## config.mk

```make
export PLATFORM = sky130hd
export DESIGN_NAME = bram_frame_reader
export DESIGN_NICKNAME = d
export VERILOG_FILES = /design/src/rtl/bram_frame_reader.sv
export SDC_FILE = /design/constraint.sdc
export NUM_CORES = 1
export LEC_CHECK = 0
export BUFFER_PORTS_ARGS = -buffer_cell sky130_fd_sc_hd__buf_4
export CORE_ASPECT_RATIO = 0.7
export CORE_MARGIN = 1
export CORE_UTILIZATION = 53
export CTS_BUF_LIST = sky130_fd_sc_hd__clkbuf_8
export DETAILED_ROUTE_END_ITERATION = 8
export GPL_ROUTABILITY_DRIVEN = 0
export PLACE_DENSITY = 0.8
export SLEW_MARGIN = 40
export SYNTH_ARGS = -nofsm -noshare
export SYNTH_HDL_FRONTEND = slang
export SYNTH_SLANG_ARGS = --single-unit
```

## constraint.sdc

```tcl
create_clock -name aclk -period 3.1 [get_ports aclk]
set_input_delay 0.93 -clock aclk [delete_from_list [all_inputs] [get_ports aclk]]
set_output_delay 0.93 -clock aclk [all_outputs]
set_load 0.01 [all_outputs]
```

## src/rtl/bram_frame_reader.sv

```systemverilog
// Reads one timestamped sample frame from BRAM per frame_done and streams it on AXI-Stream,
// decoding the 4-word header into ts_sec/ts_nsec along the way.
module bram_frame_reader #(
    parameter int FRAME_WORDS  = 40,
    parameter int BASE_ADDR    = 0,
    parameter int ADDR_WIDTH   = 12,
    parameter int READ_LATENCY = 1,
    parameter int FIFO_DEPTH   = 4
) (
    input  logic                  aclk,
    input  logic                  aresetn,
    input  logic                  frame_done,
    output logic                  bram_clk,
    output logic                  bram_rst,
    output logic [ADDR_WIDTH-1:0] bram_addr,
    output logic                  bram_en,
    output logic [1:0]            bram_we,
    output logic [15:0]           bram_din,
    input  logic [15:0]           bram_dout,
    output logic [15:0]           m_axis_tdata,
    output logic                  m_axis_tvalid,
    input  logic                  m_axis_tready,
    output logic                  m_axis_tlast,
    output logic [31:0]           ts_sec,
    output logic [31:0]           ts_nsec,
    output logic                  ts_valid,
    output logic                  busy,
    output logic [15:0]           overrun_cnt
);
    localparam int IW = $clog2(FRAME_WORDS);
    localparam int PW = $clog2(FIFO_DEPTH);
    localparam int CW = PW + 2;

    typedef enum logic [1:0] {IDLE, READ, DRAIN} state_t;

    state_t                               state, state_nx;
    logic [IW-1:0]                        rd_idx, rd_idx_nx;
    logic [ADDR_WIDTH-1:0]                addr_hold, rd_addr;
    logic [READ_LATENCY-1:0]              pipe_vld;
    logic [READ_LATENCY-1:0][IW-1:0]      pipe_idx;
    logic [FIFO_DEPTH-1:0][16:0]          fifo_mem;
    logic [PW-1:0]                        wr_ptr, rd_ptr;
    logic [CW-1:0]                        fifo_count, inflight;
    logic [15:0]                          sh_sec_hi, sh_sec_lo, sh_ns_hi;
    logic                                 issue, cap, pop, final_hs, accept;
    logic [IW-1:0]                        cap_idx;

    assign bram_clk = aclk;
    assign bram_rst = !aresetn;
    assign bram_we  = 2'b00;
    assign bram_din = 16'h0000;

    always_comb begin
        inflight = '0;
        for (int i = 0; i < READ_LATENCY; i++) inflight = inflight + CW'(pipe_vld[i]);
    end

    // Reserve FIFO space for every read in flight so a capture can never overflow.
    assign issue    = (state == READ) && ((fifo_count + inflight) < CW'(FIFO_DEPTH));
    assign rd_addr  = ADDR_WIDTH'(BASE_ADDR + int'(rd_idx));
    assign bram_en  = issue;
    assign bram_addr = issue ? rd_addr : addr_hold;

    assign cap      = pipe_vld[READ_LATENCY-1];
    assign cap_idx  = pipe_idx[READ_LATENCY-1];
    assign m_axis_tvalid = (fifo_count != '0);
    assign {m_axis_tlast, m_axis_tdata} = fifo_mem[rd_ptr];
    assign pop      = m_axis_tvalid && m_axis_tready;
    assign final_hs = pop && m_axis_tlast;
    assign accept   = frame_done && ((state == IDLE) || final_hs);
    assign busy     = (state != IDLE);

    always_comb begin
        state_nx  = state;
        rd_idx_nx = rd_idx;
        case (state)
            READ: if (issue) begin
                rd_idx_nx = rd_idx + 1'b1;
                if (rd_idx == IW'(FRAME_WORDS - 1)) state_nx = DRAIN;
            end
            DRAIN: if (final_hs) state_nx = IDLE;
            default: ;
        endcase
        // A new frame may start on the very beat that ends the current one.
        if (accept) begin
            state_nx  = READ;
            rd_idx_nx = '0;
        end
    end

    always_ff @(posedge aclk or negedge aresetn) begin
        if (!aresetn) begin
            state       <= IDLE;
            rd_idx      <= '0;
            addr_hold   <= '0;
            pipe_vld    <= '0;
            pipe_idx    <= '0;
            fifo_mem    <= '0;
            wr_ptr      <= '0;
            rd_ptr      <= '0;
            fifo_count  <= '0;
            sh_sec_hi   <= '0;
            sh_sec_lo   <= '0;
            sh_ns_hi    <= '0;
            ts_sec      <= '0;
            ts_nsec     <= '0;
            ts_valid    <= 1'b0;
            overrun_cnt <= '0;
        end else begin
            state  <= state_nx;
            rd_idx <= rd_idx_nx;
            if (issue) addr_hold <= rd_addr;

            pipe_vld[0] <= issue;
            pipe_idx[0] <= rd_idx;
            for (int i = 1; i < READ_LATENCY; i++) begin
                pipe_vld[i] <= pipe_vld[i-1];
                pipe_idx[i] <= pipe_idx[i-1];
            end

            if (cap) begin
                fifo_mem[wr_ptr] <= {cap_idx == IW'(FRAME_WORDS - 1), bram_dout};
                wr_ptr           <= wr_ptr + 1'b1;
            end
            if (pop) rd_ptr <= rd_ptr + 1'b1;
            fifo_count <= fifo_count + CW'(cap) - CW'(pop);

            // Header decode taps the write side, so it is unaffected by tready.
            ts_valid <= 1'b0;
            if (cap) begin
                if (cap_idx == IW'(0)) sh_sec_hi <= bram_dout;
                if (cap_idx == IW'(1)) sh_sec_lo <= bram_dout;
                if (cap_idx == IW'(2)) sh_ns_hi  <= bram_dout;
                if (cap_idx == IW'(3)) begin
                    ts_sec   <= {sh_sec_hi, sh_sec_lo};
                    ts_nsec  <= {sh_ns_hi, bram_dout};
                    ts_valid <= 1'b1;
                end
            end

            if (frame_done && busy && !final_hs && (overrun_cnt != 16'hFFFF))
                overrun_cnt <= overrun_cnt + 16'd1;
        end
    end
endmodule

```

# After elaboration in Yosys (flattened, before gate mapping)

Cells that the tools add are included.

Memory bits (writable): 0
Output and inout port bits: 133
Register bits after elaboration: 232
Word-level logic and storage cells: 80
Input bits: 20
Bits in latches: 0
Memories kept: 0
Memory bits (read-only): 0

Equal/unequal tests: 11
Magnitude comparators: 4
Multiply operators: 0
Reductions and logical operators: 24
Multiplexer cells: 16
Div/mod/pow operators: 0
Bitwise logic cells: 0
Add/sub/neg operators: 6
Shifts and indexed selects: 0

Operators by type and width:

| cell                                                                          | count |
|---|---|
| 68-bit bitwise mux                                                            | 1 |
| 17-bit binary-select mux with 2-bit select                                    | 1 |
| 17-bit demux with 2-bit select                                                | 1 |
| 17-bit two-way mux                                                            | 2 |
| 6-bit two-way mux                                                             | 3 |
| 16-bit by 1-bit adder with 16-bit output (second input constant)              | 1 |
| 16-bit != test (second input constant)                                        | 1 |
| 6-bit by 2-bit equality test with 1-bit output (second input constant)        | 2 |
| 6-bit equality test (second input constant)                                   | 2 |
| 12-bit two-way mux                                                            | 1 |
| 2-bit AND reduction                                                           | 5 |
| 1-bit logical AND                                                             | 8 |
| 2-bit two-way mux                                                             | 4 |
| 6-bit by 1-bit adder with 6-bit output (second input constant)                | 1 |
| 6-bit by 1-bit equality test with 1-bit output (second input constant)        | 1 |
| 6-bit logical NOT                                                             | 1 |
| 2-bit by 3-bit less-than comparator with 1-bit output (second input constant) | 2 |
| 3-bit != test (second input constant)                                         | 2 |
| 2-bit nonzero test                                                            | 3 |
| 2-bit by 1-bit adder with 2-bit output (second input constant)                | 2 |
| 4-bit by 1-bit adder with 4-bit output                                        | 1 |
| 4-bit by 3-bit less-than comparator with 1-bit output (second input constant) | 1 |
| 2-bit case mux with 2 select lines                                            | 1 |
| 4-bit AND reduction                                                           | 1 |
| other kinds (11)                                                              | 13 |

# Longest topological paths before layout

Depth in word-level cells: 7
Mapped depth: 8

==> reports/metrics.yaml <==
p_total_w: 0.01194
start_util: 0.5497
place_ws_ps: 69.19
met2_usage: 0.3325
ys_seq_area_frac: 0.6081
dpl.hpwl_microns: 13190
hold_viol: 0
timing.final.crit_share: 1.076
multi_input_area_sq_um: 3626
cp-end-kind: "output pin"
ys_seq_elements: 232
port_buffers: 134
fillers: 1286
timing.reg2reg.worst_path_depth: 9
hold_buffers: 0
max_freq_mhz: 299.9
post-place-cells: 1109
stdcell_count: 1169
synth-edff-count: 0
dieWidth_microns: 162.4
diodes: 0
synth_area_sq_um: 9547
synth_cells: 761
status: "complete, but fails checks"
final_common_cell: "dfrtp_1"
setup_tns_ps: -2404
r2r_setup_slack_ps: 900
violations: "negative setup slack"
crit_path_max_incr_delay_ps: 410
die_y_microns: 114.3
clock_latency_ps: 620
p_leak_nw: 5.652
cp_top_family: "flip-flops"
grt_pass1_wl_microns: 33090
wl_per_cell_microns: 17.38
synth_warnings: 0
grt_setup_unrepaired: "true"
worstSetupStartpointType: "flip-flop"
grt_antenna_before_repair: 0
synthArstFlopShare: 1.000
timing.max_cap.violations: 0
clk_pin_slew_worst_paths_ps: 70
hold_class: "input pin to async pin"
worstPathCellList: "ha_4 -> ha_4 -> and2_4 -> a21oi_4 -> o22ai_4 -> nand2_4 -> mux2_4 -> buf_6"
fin_nets: 955
maxSlewViolCount: 0
grt_most_used_layer: "met1"
grt_util_met1: 0.3510
grt_max_degree: 120
drtAntennaViolNets: 0
timing.rr.end: "rd_idx[5]"
ir_drop_mv: 0.5549
first_pass_iters: 4
register_area_sq_um: 5806
worst_hold_slack_ps: 188.8
worst_ep_required_time_ps: 2170
vias_per_cell: 5.336
drc_errors: 0
grt_pass1_vias: 6251
timing.final.crit_period_ps: 3334
r2r-start: "fifo_count[0]"
cpMostUsedCell: "ha_4"
coreArea_sq_um: 17370
relSlewSlack: 0.4828
grt_overflow: 0
path_buf_inv: 1
synth_flop_cell: "dfrtp_1"
io_pins: 153
synth_area_per_cell_sq_um: 12.54
layout-drive-gt1-share: 0.3785
critPathSlowestCell: "dfrtp_1"
totalWireLength_microns: 20320
p_per_area_nw_per_um2: 1025
row_count: 40
ys_types: 47
path_max_fanout: 8
via_count: 6238
postLayoutSetupSlackWorst_ps: -234.3
grt_usage: 0.2289
syn_to_final_growth_pct: 21.95
grtUsageMet3: 0.04636
path_class: "flip-flop to output pin"
setup_violations: 13
worst_clock_skew_ps: 27.96
timing.critical_path.arrival_ps: 2400
final_cell_mix: "dfrtp_1, nand2_1, buf_4"
die_area_sq_um: 18560
drtIter0Drc: 490
cts_tree: "yes"
tightest_slew_ps: 769.3
[routing by layer]
layer  part of all wire  up-vias
met5                  0        -
met2               0.45      176
li1                   -     2855
met1               0.48     3172
met4              0.016        0
met3              0.054       35
[synthesized netlist by cell type, drive strengths merged (10+ instances only)]
cell,instances,share of area
dfrtp,232,0.61
nand2,215,0.085
mux2,118,0.14
buf,26,0.020
clkbuf,23,0.0090
mux4,17,0.043
xnor2,16,0.015
nand3,12,0.0063
ha,10,0.013
inv,10,0.0039
[cell families (layout without fill, tap and decap cells)]
group                      count (synthesis)  count (layout)  share of synthesized area
other                                      1              18                  0.0003928
and+or+nand+nor                          274             274                     0.1258
DFF                                      232             232                     0.6081
xor gates and xnor gates                  22              22                    0.02018
buffers and inverters                     59             219                    0.03250
adders and majority gates                 10              10                    0.01311
AOI/OAI and AO/OA                         28              28                    0.01783
muxes                                    135             135                     0.1820
[through the flow]
step	cell area, sq um	utilization
final	11640	0.6704
after global placement	10780	0.6206
after detailed placement	10790	0.6211
after CTS	11610	0.6684
after global routing	11640	0.6704
after floorplan	9610	-
[registers in the layout (all words and copies together), names as in the netlist, 12 cells and up]
signal and cells:
sh_sec_hi 16, ts_nsec 32, sh_ns_hi 16, fifo_mem 68, overrun_cnt 16, ts_sec 32, addr_hold 12, sh_sec_lo 16
[power breakdown]
part           internal (W)  leakage (nW)  switching [W]
Clock               0.00129         0.373        0.00112
Sequential          0.00433          2.87       0.000792
Combinational       0.00245          2.41        0.00195
[worst max path at each step]
stage,start,endpoint,slack (ps),cells after the start
2_1_floorplan,fifo_count[0],bram_addr[4],110,8
3_5_place_dp,fifo_count[0],bram_addr[0],70,8
6_report,fifo_count[0],bram_addr[1],-230,8
5_1_grt,fifo_count[0],bram_addr[0],-340,8
4_1_cts,fifo_count[0],bram_addr[0],-270,8
3_3_place_gp,fifo_count[0],bram_addr[3],100,8
[timing repair]
action,in CTS,in global routing
pin swaps,9,0
buffers inserted,4,1
resized for setup,36,4
hold endpoints to repair,0,0
endpoints found under the setup margin,13,13
[area by class of cell]
cell class | instances | share of cell area
flip-flops and latches | 232 | 0.4987
multi-input cells | 487 | 0.3114
repair buffers | 153 | 0.1053
clock buffers | 42 | 0.04911
well taps | 231 | 0.02483
clock inverters | 14 | 0.007415
inverters | 10 | 0.003224
[worst register-to-register path: cells and delay by family, from the launching register on]
kind,cells,cell delay [ps]
adder cells (fa/ha/maj),2,360
AND/OR/NAND/NOR,2,610
AO/OA/AOI/OAI,3,440
flip-flops,1,410
buffers and inverters,2,310
Note: power is estimated with default switching activity, not from simulation.
